### src/rtl/axis_frame_sink.sv
// AXI4-Stream video sink: accepts one 32-bit pixel per beat, checks SOF/EOF framing against the
// raster size and reports a registered per-frame status, checksum and running frame counters.
`timescale 1ns / 1ps

module axis_frame_sink #(
    parameter int unsigned X_SIZE     = 640,
    parameter int unsigned Y_SIZE     = 480,
    parameter int unsigned READY_MODE = 0,
    parameter logic [15:0] LFSR_SEED  = 16'hACE1
) (
    input  logic        aclk,
    input  logic        aresetn,
    input  logic [31:0] in_stream_tdata,
    input  logic [3:0]  in_stream_tkeep,
    input  logic        in_stream_tlast,
    input  logic        in_stream_tvalid,
    output logic        in_stream_tready,
    input  logic        in_stream_tuser,
    output logic        frame_done,
    output logic        frame_ok,
    output logic [3:0]  frame_err,
    output logic [31:0] frame_checksum,
    output logic [15:0] good_frames,
    output logic [15:0] err_frames,
    output logic [15:0] dropped_beats
);

    localparam logic [9:0] XLast     = 10'(X_SIZE - 1);
    localparam logic [8:0] YLast     = 9'(Y_SIZE - 1);
    localparam bit         SinglePix = (X_SIZE == 1) && (Y_SIZE == 1);

    localparam logic [3:0] ErrKeep        = 4'b1000;
    localparam logic [3:0] ErrEarlySof    = 4'b0100;
    localparam logic [3:0] ErrEarlyLast   = 4'b0010;
    localparam logic [3:0] ErrMissingLast = 4'b0001;

    typedef enum logic {StWaitSof, StInFrame} state_e;

    state_e      state_q, state_d;
    logic [9:0]  x_q, x_d;
    logic [8:0]  y_q, y_d;
    logic [31:0] sum_q, sum_d;
    logic [3:0]  err_q, err_d;
    logic [15:0] lfsr_q, lfsr_d;
    logic        tready_q, tready_d;
    logic        done_q, done_d;
    logic        ok_q, ok_d;
    logic [3:0]  ferr_q, ferr_d;
    logic [31:0] fsum_q, fsum_d;
    logic [15:0] good_q, good_d;
    logic [15:0] errc_q, errc_d;
    logic [15:0] drop_q, drop_d;

    logic        accept, last_pos, sof_term, abort_discard;
    logic [31:0] beat_val, cur_sum, rep_sum;
    logic [3:0]  keep_err, cur_err, sof_err, rep_err;
    logic        report;
    logic        unused_pad;

    assign unused_pad = ^in_stream_tdata[7:0];

    always_comb begin
        accept        = in_stream_tvalid & tready_q;
        last_pos      = (x_q == XLast) && (y_q == YLast);
        keep_err      = (in_stream_tkeep != 4'hF) ? ErrKeep : 4'b0000;
        beat_val      = {8'h00, in_stream_tdata[31:8]};
        sof_term      = in_stream_tlast | SinglePix;
        // SOF+EOF while a frame is open: only the aborted frame is reported
        abort_discard = (state_q == StInFrame) & in_stream_tuser & in_stream_tlast;
    end

    always_ff @(posedge aclk or negedge aresetn) begin
        if (!aresetn) begin
            state_q <= StWaitSof;
        end else begin
            state_q <= state_d;
        end
    end

    always_comb begin
        state_d = state_q;
        if (accept) begin
            if (in_stream_tuser) begin
                state_d = sof_term ? StWaitSof : StInFrame;
            end else if ((state_q == StInFrame) && (in_stream_tlast || last_pos)) begin
                state_d = StWaitSof;
            end
        end
    end

    always_comb begin
        x_d     = x_q;
        y_d     = y_q;
        sum_d   = sum_q;
        err_d   = err_q;
        drop_d  = drop_q;
        report  = 1'b0;
        rep_err = 4'b0000;
        rep_sum = 32'h0;
        cur_err = err_q | keep_err;
        cur_sum = sum_q + beat_val;
        sof_err = keep_err;
        if (in_stream_tlast && !SinglePix) begin
            sof_err = sof_err | ErrEarlyLast;
        end else if (!in_stream_tlast && SinglePix) begin
            sof_err = sof_err | ErrMissingLast;
        end

        if (accept) begin
            if (in_stream_tuser) begin
                if (state_q == StInFrame) begin
                    report  = 1'b1;
                    rep_err = err_q | ErrEarlySof | (abort_discard ? ErrEarlyLast : 4'b0000);
                    rep_sum = sum_q;
                end
                if (abort_discard) begin
                    x_d = 10'd0;
                    y_d = 9'd0;
                end else if (sof_term) begin
                    report  = 1'b1;
                    rep_err = sof_err;
                    rep_sum = beat_val;
                    x_d     = 10'd0;
                    y_d     = 9'd0;
                end else begin
                    // SOF beat sits at (0,0); hold the position of the next beat
                    sum_d = beat_val;
                    err_d = sof_err;
                    x_d   = (XLast == 10'd0) ? 10'd0 : 10'd1;
                    y_d   = (XLast == 10'd0) ? 9'd1 : 9'd0;
                end
            end else if (state_q == StWaitSof) begin
                if (drop_q != 16'hFFFF) begin
                    drop_d = drop_q + 16'd1;
                end
            end else if (in_stream_tlast || last_pos) begin
                report  = 1'b1;
                rep_sum = cur_sum;
                rep_err = cur_err | (in_stream_tlast ? (last_pos ? 4'b0000 : ErrEarlyLast)
                                                     : ErrMissingLast);
                x_d     = 10'd0;
                y_d     = 9'd0;
            end else begin
                sum_d = cur_sum;
                err_d = cur_err;
                if (x_q == XLast) begin
                    x_d = 10'd0;
                    y_d = y_q + 9'd1;
                end else begin
                    x_d = x_q + 10'd1;
                end
            end
        end
    end

    always_comb begin
        done_d = report;
        ok_d   = ok_q;
        ferr_d = ferr_q;
        fsum_d = fsum_q;
        good_d = good_q;
        errc_d = errc_q;
        if (report) begin
            ok_d   = (rep_err == 4'b0000);
            ferr_d = rep_err;
            fsum_d = rep_sum;
            if (rep_err == 4'b0000) begin
                good_d = good_q + 16'd1;
            end else if (errc_q != 16'hFFFF) begin
                errc_d = errc_q + 16'd1;
            end
        end
        lfsr_d   = {lfsr_q[0] ^ lfsr_q[2] ^ lfsr_q[3] ^ lfsr_q[5], lfsr_q[15:1]};
        tready_d = (READY_MODE == 0) ? 1'b1 : (lfsr_q[0] | lfsr_q[1]);
    end

    always_ff @(posedge aclk or negedge aresetn) begin
        if (!aresetn) begin
            x_q      <= 10'd0;
            y_q      <= 9'd0;
            sum_q    <= 32'h0;
            err_q    <= 4'b0000;
            lfsr_q   <= LFSR_SEED;
            tready_q <= 1'b0;
            done_q   <= 1'b0;
            ok_q     <= 1'b0;
            ferr_q   <= 4'b0000;
            fsum_q   <= 32'h0;
            good_q   <= 16'h0;
            errc_q   <= 16'h0;
            drop_q   <= 16'h0;
        end else begin
            x_q      <= x_d;
            y_q      <= y_d;
            sum_q    <= sum_d;
            err_q    <= err_d;
            lfsr_q   <= lfsr_d;
            tready_q <= tready_d;
            done_q   <= done_d;
            ok_q     <= ok_d;
            ferr_q   <= ferr_d;
            fsum_q   <= fsum_d;
            good_q   <= good_d;
            errc_q   <= errc_d;
            drop_q   <= drop_d;
        end
    end

    assign in_stream_tready = tready_q;
    assign frame_done       = done_q;
    assign frame_ok         = ok_q;
    assign frame_err        = ferr_q;
    assign frame_checksum   = fsum_q;
    assign good_frames      = good_q;
    assign err_frames       = errc_q;
    assign dropped_beats    = drop_q;

endmodule

### config.mk
export PLATFORM = sky130hd
export DESIGN_NAME = axis_frame_sink
export DESIGN_NICKNAME = d
export VERILOG_FILES = /design/src/rtl/axis_frame_sink.sv
export SDC_FILE = /design/constraint.sdc
export NUM_CORES = 1
export LEC_CHECK = 0
export ABC_AREA = 1
export BUFFER_PORTS_ARGS = -buffer_cell sky130_fd_sc_hd__buf_2
export CAP_MARGIN = 20
export CORE_UTILIZATION = 64
export CTS_CLUSTER_DIAMETER = 200
export DETAILED_ROUTE_END_ITERATION = 10
export PLACE_DENSITY = 0.93
export SLEW_MARGIN = 40
export SYNTH_ARGS = -nofsm -noshare
export SYNTH_HDL_FRONTEND = slang
export SYNTH_SLANG_ARGS = --single-unit
### constraint.sdc
create_clock -name aclk -period 3.03 [get_ports aclk]
set_input_delay 0.303 -clock aclk [delete_from_list [all_inputs] [get_ports aclk]]
set_output_delay 0.303 -clock aclk [all_outputs]
set_load 0.1 [all_outputs]
== Yosys cells after proc, flatten, opt, wreduce, memory -nomap -nowiden ==
Cells that the tools add are included.

* Add/subtract/negate cells: 6
* Eq/ne operators: 8
* Multiplexer cells: 49
* Bitwise logic cells: 9
* Reductions and logical operators: 14

{| class="wikitable"
|+ Operators with widths
! cell !! count
|-
| $mux W32 || 12
|-
| $mux W4 || 13
|-
| $add A16 B1 Y16 const B || 3
|-
| $mux W10 || 4
|-
| $mux W9 || 4
|-
| $add A32 B24 Y32 || 1
|-
| $ne A16 B16 Y1 const B || 2
|-
| $mux W1 || 12
|-
| $add A10 B1 Y10 const B || 1
|-
| $eq A10 B10 Y1 const B || 1
|-
| $add A9 B1 Y9 const B || 1
|-
| $eq A9 B9 Y1 const B || 1
|-
| $mux W2 || 4
|-
| $or A4 B2 Y4 || 2
|-
| $ne A2 B2 Y1 const B || 3
|-
| $reduce_and A2 Y1 || 3
|-
| $reduce_and A3 Y1 || 2
|-
| $reduce_and A5 Y1 || 1
|-
| $logic_not A4 Y1 || 1
|-
| $ne A4 B4 Y1 const B || 1
|-
| $or A4 B4 Y4 || 1
|-
| $reduce_and A4 Y1 || 1
|-
| $reduce_bool A2 Y1 || 2
|-
| $and A1 B1 Y1 || 3
|-
| other kinds (4) || 7
|}

* Flip-flop bits (word level): 143
* Output and inout bits: 87

== Longest topological paths before layout ==
* Depth in word-level cells: 12
* Gate-level depth with buffers: 15
* Gate-level depth less buffers: 15

== Worst setup path before layout ==
OpenSTA, ideal clock, no wires.

* Path type: register to register
* Start point: register errc_q[1], in the netlist err_frames[1]
* End point: register errc_q[10], in the netlist err_frames[10]
* Setup time: 67 ps
* Arrival: 2462 ps
* Data required time: 2963 ps
* Path slack: 501 ps
* Cell stages (with the launch flop): 9
* Period minus slack after synthesis: 2529 ps
* Cells stage by stage: dfrtp_1 > ha_1 > nand2_1 > nor3_1 > nand4_1 > buf_2 > nand2_1 > nand2_1 > nand2_1

* Word-level cells in the longest chain between the ends: 2
* Elaborated cells between the ends (all ways): 3
* Those cells by class: 1 x add/sub; 1 x eq/ne; 1 x reduce/logical

{| class="wikitable"
|+ RTL lines
! what !! line !! source
|-
| start, declared || 51 || <nowiki>logic [15:0] errc_q, errc_d;</nowiki>
|-
| start signal, assigned || 204 || <nowiki>errc_q <= errc_d;</nowiki>
|-
| parallel branches: the longest is 2 deep, another holds $add A16 B1 Y16 || - ||
|}

Several ways; the timed one is not identified.
A chain may end at the register's enable or synchronous reset.

== Worst setup path after layout ==
* Start point: register state_q
* End point: register errc_q[1], in the netlist err_frames[1]

* Word-level cells in the longest chain between the ends: 12
* Elaborated cells between the ends (all ways): 19
* Those cells by class: 13 x mux; 4 x bitwise; 2 x reduce/logical

{| class="wikitable"
|+ RTL lines
! what !! line !! source
|-
| start, declared || 39 || <nowiki>state_e state_q, state_d;</nowiki>
|-
| start signal, assigned || 74 || <nowiki>state_q <= StWaitSof;</nowiki>
|-
| start signal, assigned || 76 || <nowiki>state_q <= state_d;</nowiki>
|-
| $and A1 B1 Y1 (2 in series) || 69 || <nowiki>abort_discard = (state_q == StInFrame) & in_stream_tuser & in_stream_tlast;</nowiki>
|-
| $mux W2 || 113 || <nowiki>rep_err = err_q | ErrEarlySof | (abort_discard ? ErrEarlyLast : 4'b0000);</nowiki>
|-
| $or A4 B2 Y4 || 113 ||
|-
| $mux W4 || 111 || <nowiki>if (state_q == StInFrame) begin</nowiki>
|-
| $mux W4 || 119 || <nowiki>end else if (sof_term) begin</nowiki>
|-
| $mux W4 || 116 || <nowiki>if (abort_discard) begin</nowiki>
|-
| $mux W4 || 110 || <nowiki>if (in_stream_tuser) begin</nowiki>
|-
| $mux W4 || 109 || <nowiki>if (accept) begin</nowiki>
|-
| $logic_not A4 Y1 || 167 || <nowiki>if (rep_err == 4'b0000) begin</nowiki>
|-
| $not A1 Y1 (no source line) || - ||
|-
| $reduce_and A3 Y1 (no source line) * || - ||
|}

Mark *: on every way between the ends. The rest lies on a longest branch, timed or not.

==> parameters.txt <==
Parameter                              Value

Hold path
  WHS Endpoint    sum_q[21]$_DFFE_PN0P_
  Hold Path Depth    3
  Kind of path behind the tightest hold check    in -> reg
  Launch instance of the worst min-delay path    in_stream_tdata[29]

CTS
  Clk sink count    141
  Count of buffers added by post-CTS timing repair for setup    0
  Cell at the root of the clock tree    clkbuf_16
  Total clock buffers created by CTS    17
  Clock tree from TritonCTS    yes
  Largest buffer count on any clock path    2
  Clock Latency Late Sink    440 ps
  Clock-pin slew reported for the worst setup and hold paths after clock tree synthesis    70 ps
  Number of H-tree levels    4

STA
  Max frequency    370 MHz
  Setup Viol. Count Final    0
  Minimum period implied by the final worst setup slack    2700 ps
  Final Cycle Share    89.2%
  Final Max Slew Viols    0
  Post-Route Skew    10.6 ps
  Summed negative setup slack over all endpoints    0 ps
  Total count of hold-check failures in the final report    0
  Unrepaired setup endpoints after global routing    false
  Worst max-slew margin expressed relative to the limit    59.9%
  Worst-Margin Slew    601 ps

Run
  Reported max-cap violation count    0

Placed design
  HPWL after DPL    19,200 um
  Weighted congestion reported at the end of routability-driven placement    0.994
  Number of placed instances, taps included    1,684
  Port buffer count    119

GRT
  Largest net degree at the start of global routing    62
  Wire length of the first global-routing pass    45,200 um
  Initial antenna violation count    0
  GR Util All Layers    36.5%
  Sum of overflow across all layers after global routing    0
  Vias in the first global route    9,426

Setup path
  Endpoint of the most critical register-to-register path    err_frames[1]$_DFFE_PN0P_
  Critical Path Most Common Cell    nand2_1
  Internal reg-to-reg setup slack    330 ps
  Maximum cell stage delay along the critical path    490 ps
  Arrival time at the worst endpoint    3070 ps
  Startpoint kind of the worst setup timing path    flip-flop
  Critical Path Sink Type    flip-flop
  Maximum fanout along the worst path    26
  Worst setup path category    reg -> reg
  Crit Reg-Reg Startpoint    state_q$_DFFE_PN0P_
  Number of cells traversed by the worst register-to-register path    12
  Req. time, crit path    3400 ps
  Cell with the largest stage delay on the worst path    dfrtp_1
  Crit path cell chain    nand2_1 -> nand2_2 -> inv_2 -> nand3_1 -> o21ai_0 -> inv_1 -> nand2_1 -> nand2_2 -> nand3_4 -> nand2_1 -> nand2_1 -> nand2_1

Finish
  Ant diodes    0
  Fill cell total of the finished layout    1,067
  Final Util    75.9%
  Share of post-route cells with drive strength above 1    13.2%
  Area taken by flip-flops and latches    0.00353 mm^2
  Net total in the final layout    1,592
  Area delta synth->final    15.2%
  Footprint of the multi-input gates    0.00511 mm^2
  Count of placed standard cells in the final layout, fillers left out    1,718

Routing
  WL final    27,400 um
  First-iteration detailed-routing DRC count    858
  Total iterations of the first detailed-routing run    6
  Via count    9,867
  Number of design rule violations left after detail routing    0
  Via density per instance    5.74
  ANT nets after route    0
  Wire per inst    16.0 um

Status
  Result of the run    finished, final reports clean

Power
  Cell leakage power    6.00 nW
  VDD IR-drop max    0.000963 V
  Pwr dens    895 mW/mm^2

Die
  Die W    125 um
  Vert. Die Dim    125 um
  Starting density of the core    65.8%
  I/O pin count    128
  Core box area    0.0146 mm^2
  Site Rows    44
  Die outline area    0.0155 mm^2

Logic synthesis
  Post-synthesis instance area    0.00961 mm^2
  Mapped Cells    1,405
  Number of distinct standard cells referenced by the synthesized netlist    46
  Flop and latch count out of synthesis    141
  Register area share after synthesis    36.7%
  Number of warning messages in the yosys log    0
  Synth Net Count    1,476
  Synthesized area divided by synthesized cell count    6.84 um^2
==> critical path, delay by kind of cell (launching register included) <==
family / cells / cell delay [ps]
simple gates: 9 / 1700
buf+inv: 2 / 290
flops: 1 / 490
compound gates: 1 / 150
==> state kept, by name, summed over array words and instances (netlist names), 2 cells and up <==
register        count
dropped_beats      16
y_q                 9
sum_q              32
x_q                10
frame_checksum     32
frame_err           4
err_q               2
err_frames         16
good_frames        16
==> final cells by class <==
cell class	instances	share of cell area, %
Tap cell	184	2.08
Timing Repair Buffer	134	6.85
Multi-Input combinational cell	1023	46.2
Clock inverter	10	1.89
Clock buffer	22	4.19
Sequential cell	141	31.9
Inverter	204	6.94
==> what timing repair did <==
action,in CTS,in global routing
hold buffers,1,0
hold endpoints to repair,58,0
resized for setup,0,0
==> worst max path at each step <==
stage	start	end	slack (ps)	cells past startpoint
finish	state_q$_DFFE_PN0P_	err_frames[1]$_DFFE_PN0P_	330	12
global route	state_q$_DFFE_PN0P_	err_frames[3]$_DFFE_PN0P_	130	12
CTS	state_q$_DFFE_PN0P_	err_frames[1]$_DFFE_PN0P_	400	12
detailed placement	state_q$_DFFE_PN0P_	err_frames[0]$_DFFE_PN0P_	560	12
global placement	state_q$_DFFE_PN0P_	err_frames[3]$_DFFE_PN0P_	680	12
floorplan	err_frames[1]$_DFFE_PN0P_	err_frames[10]$_DFFE_PN0P_	500	8
==> report_power, final <==
group | internal (mW) | switching [mW]
Clock | 1.59 | 0.852
Sequential | 2.30 | 0.373
Combinational | 1.14 | 3.65
Total | 5.03 | 4.88
==> cell families after synthesis <==
kind of cell | after synthesis | share of synthesized area (%)
simple gates | 789 | 35.3
buf+inv | 241 | 10.2
compound gates | 159 | 9.82
flops | 141 | 36.7
xor+xnor | 44 | 4.01
fa+ha+maj | 30 | 3.99
other cells | 1 | 0.0390
==> cells in the final DEF (no fill, tap or decap), drive strengths merged, types with 19 or more instances in the layout <==
master    n
nand3    89
nor3     31
xor2     26
ha       29
clkbuf   22
o21ai    59
or2      19
buf     133
dfrtp   141
nand4    34
inv     205
nor2    111
nand2   491
a21oi    41
==> synth_stat cells, drive strengths merged <==
master / number / area share [%]
nand3b: 6 / 0.47
o21a: 3 / 0.23
and2: 2 / 0.13
a31oi: 7 / 0.46
nor3: 31 / 1.6
and3: 2 / 0.13
dfrtp: 141 / 37
a21oi: 41 / 2.1
nand3: 89 / 4.9
conb: 1 / 0.039
fa: 1 / 0.21
a21boi: 12 / 0.94
or2: 19 / 1.2
nor2: 111 / 4.8
clkbuf: 16 / 0.63
o21bai: 1 / 0.078
nand4: 34 / 2.4
o221ai: 3 / 0.27
nand2: 491 / 19
nor4: 4 / 0.26
xor2: 26 / 2.4
inv: 204 / 8.0
xnor2: 18 / 1.6
buf: 21 / 1.5
o211ai: 9 / 0.70
a211oi: 2 / 0.16
a22oi: 1 / 0.078
o21ai: 59 / 3.1
o22a: 1 / 0.091
a2bb2oi: 9 / 0.82
o22ai: 10 / 0.65
o31ai: 1 / 0.13
ha: 29 / 3.8
==> through the flow <==
stage	hold WS [ps]	setup slack (ps)	power (mW)	cell area, um^2
2_1_floorplan	7.41	501	6.38	9610
3_3_place_gp	315	681	7.27	10400
3_5_place_dp	319	560	7.37	10400
4_1_cts	146	403	9.83	11100
5_1_grt	178	125	10.4	11100
6_report	151	328	9.90	11100
==> per-layer routing <==
metal	up-vias	global-route usage [%]	part of all wire [%]
li1	4696	-	-
met1	4560	46.1	41
met2	517	61.3	48
met3	94	6.19	8.2
met4	0	16.4	3.4
met5	-	0	0
No activity file was read; power rests on OpenSTA's default activity.
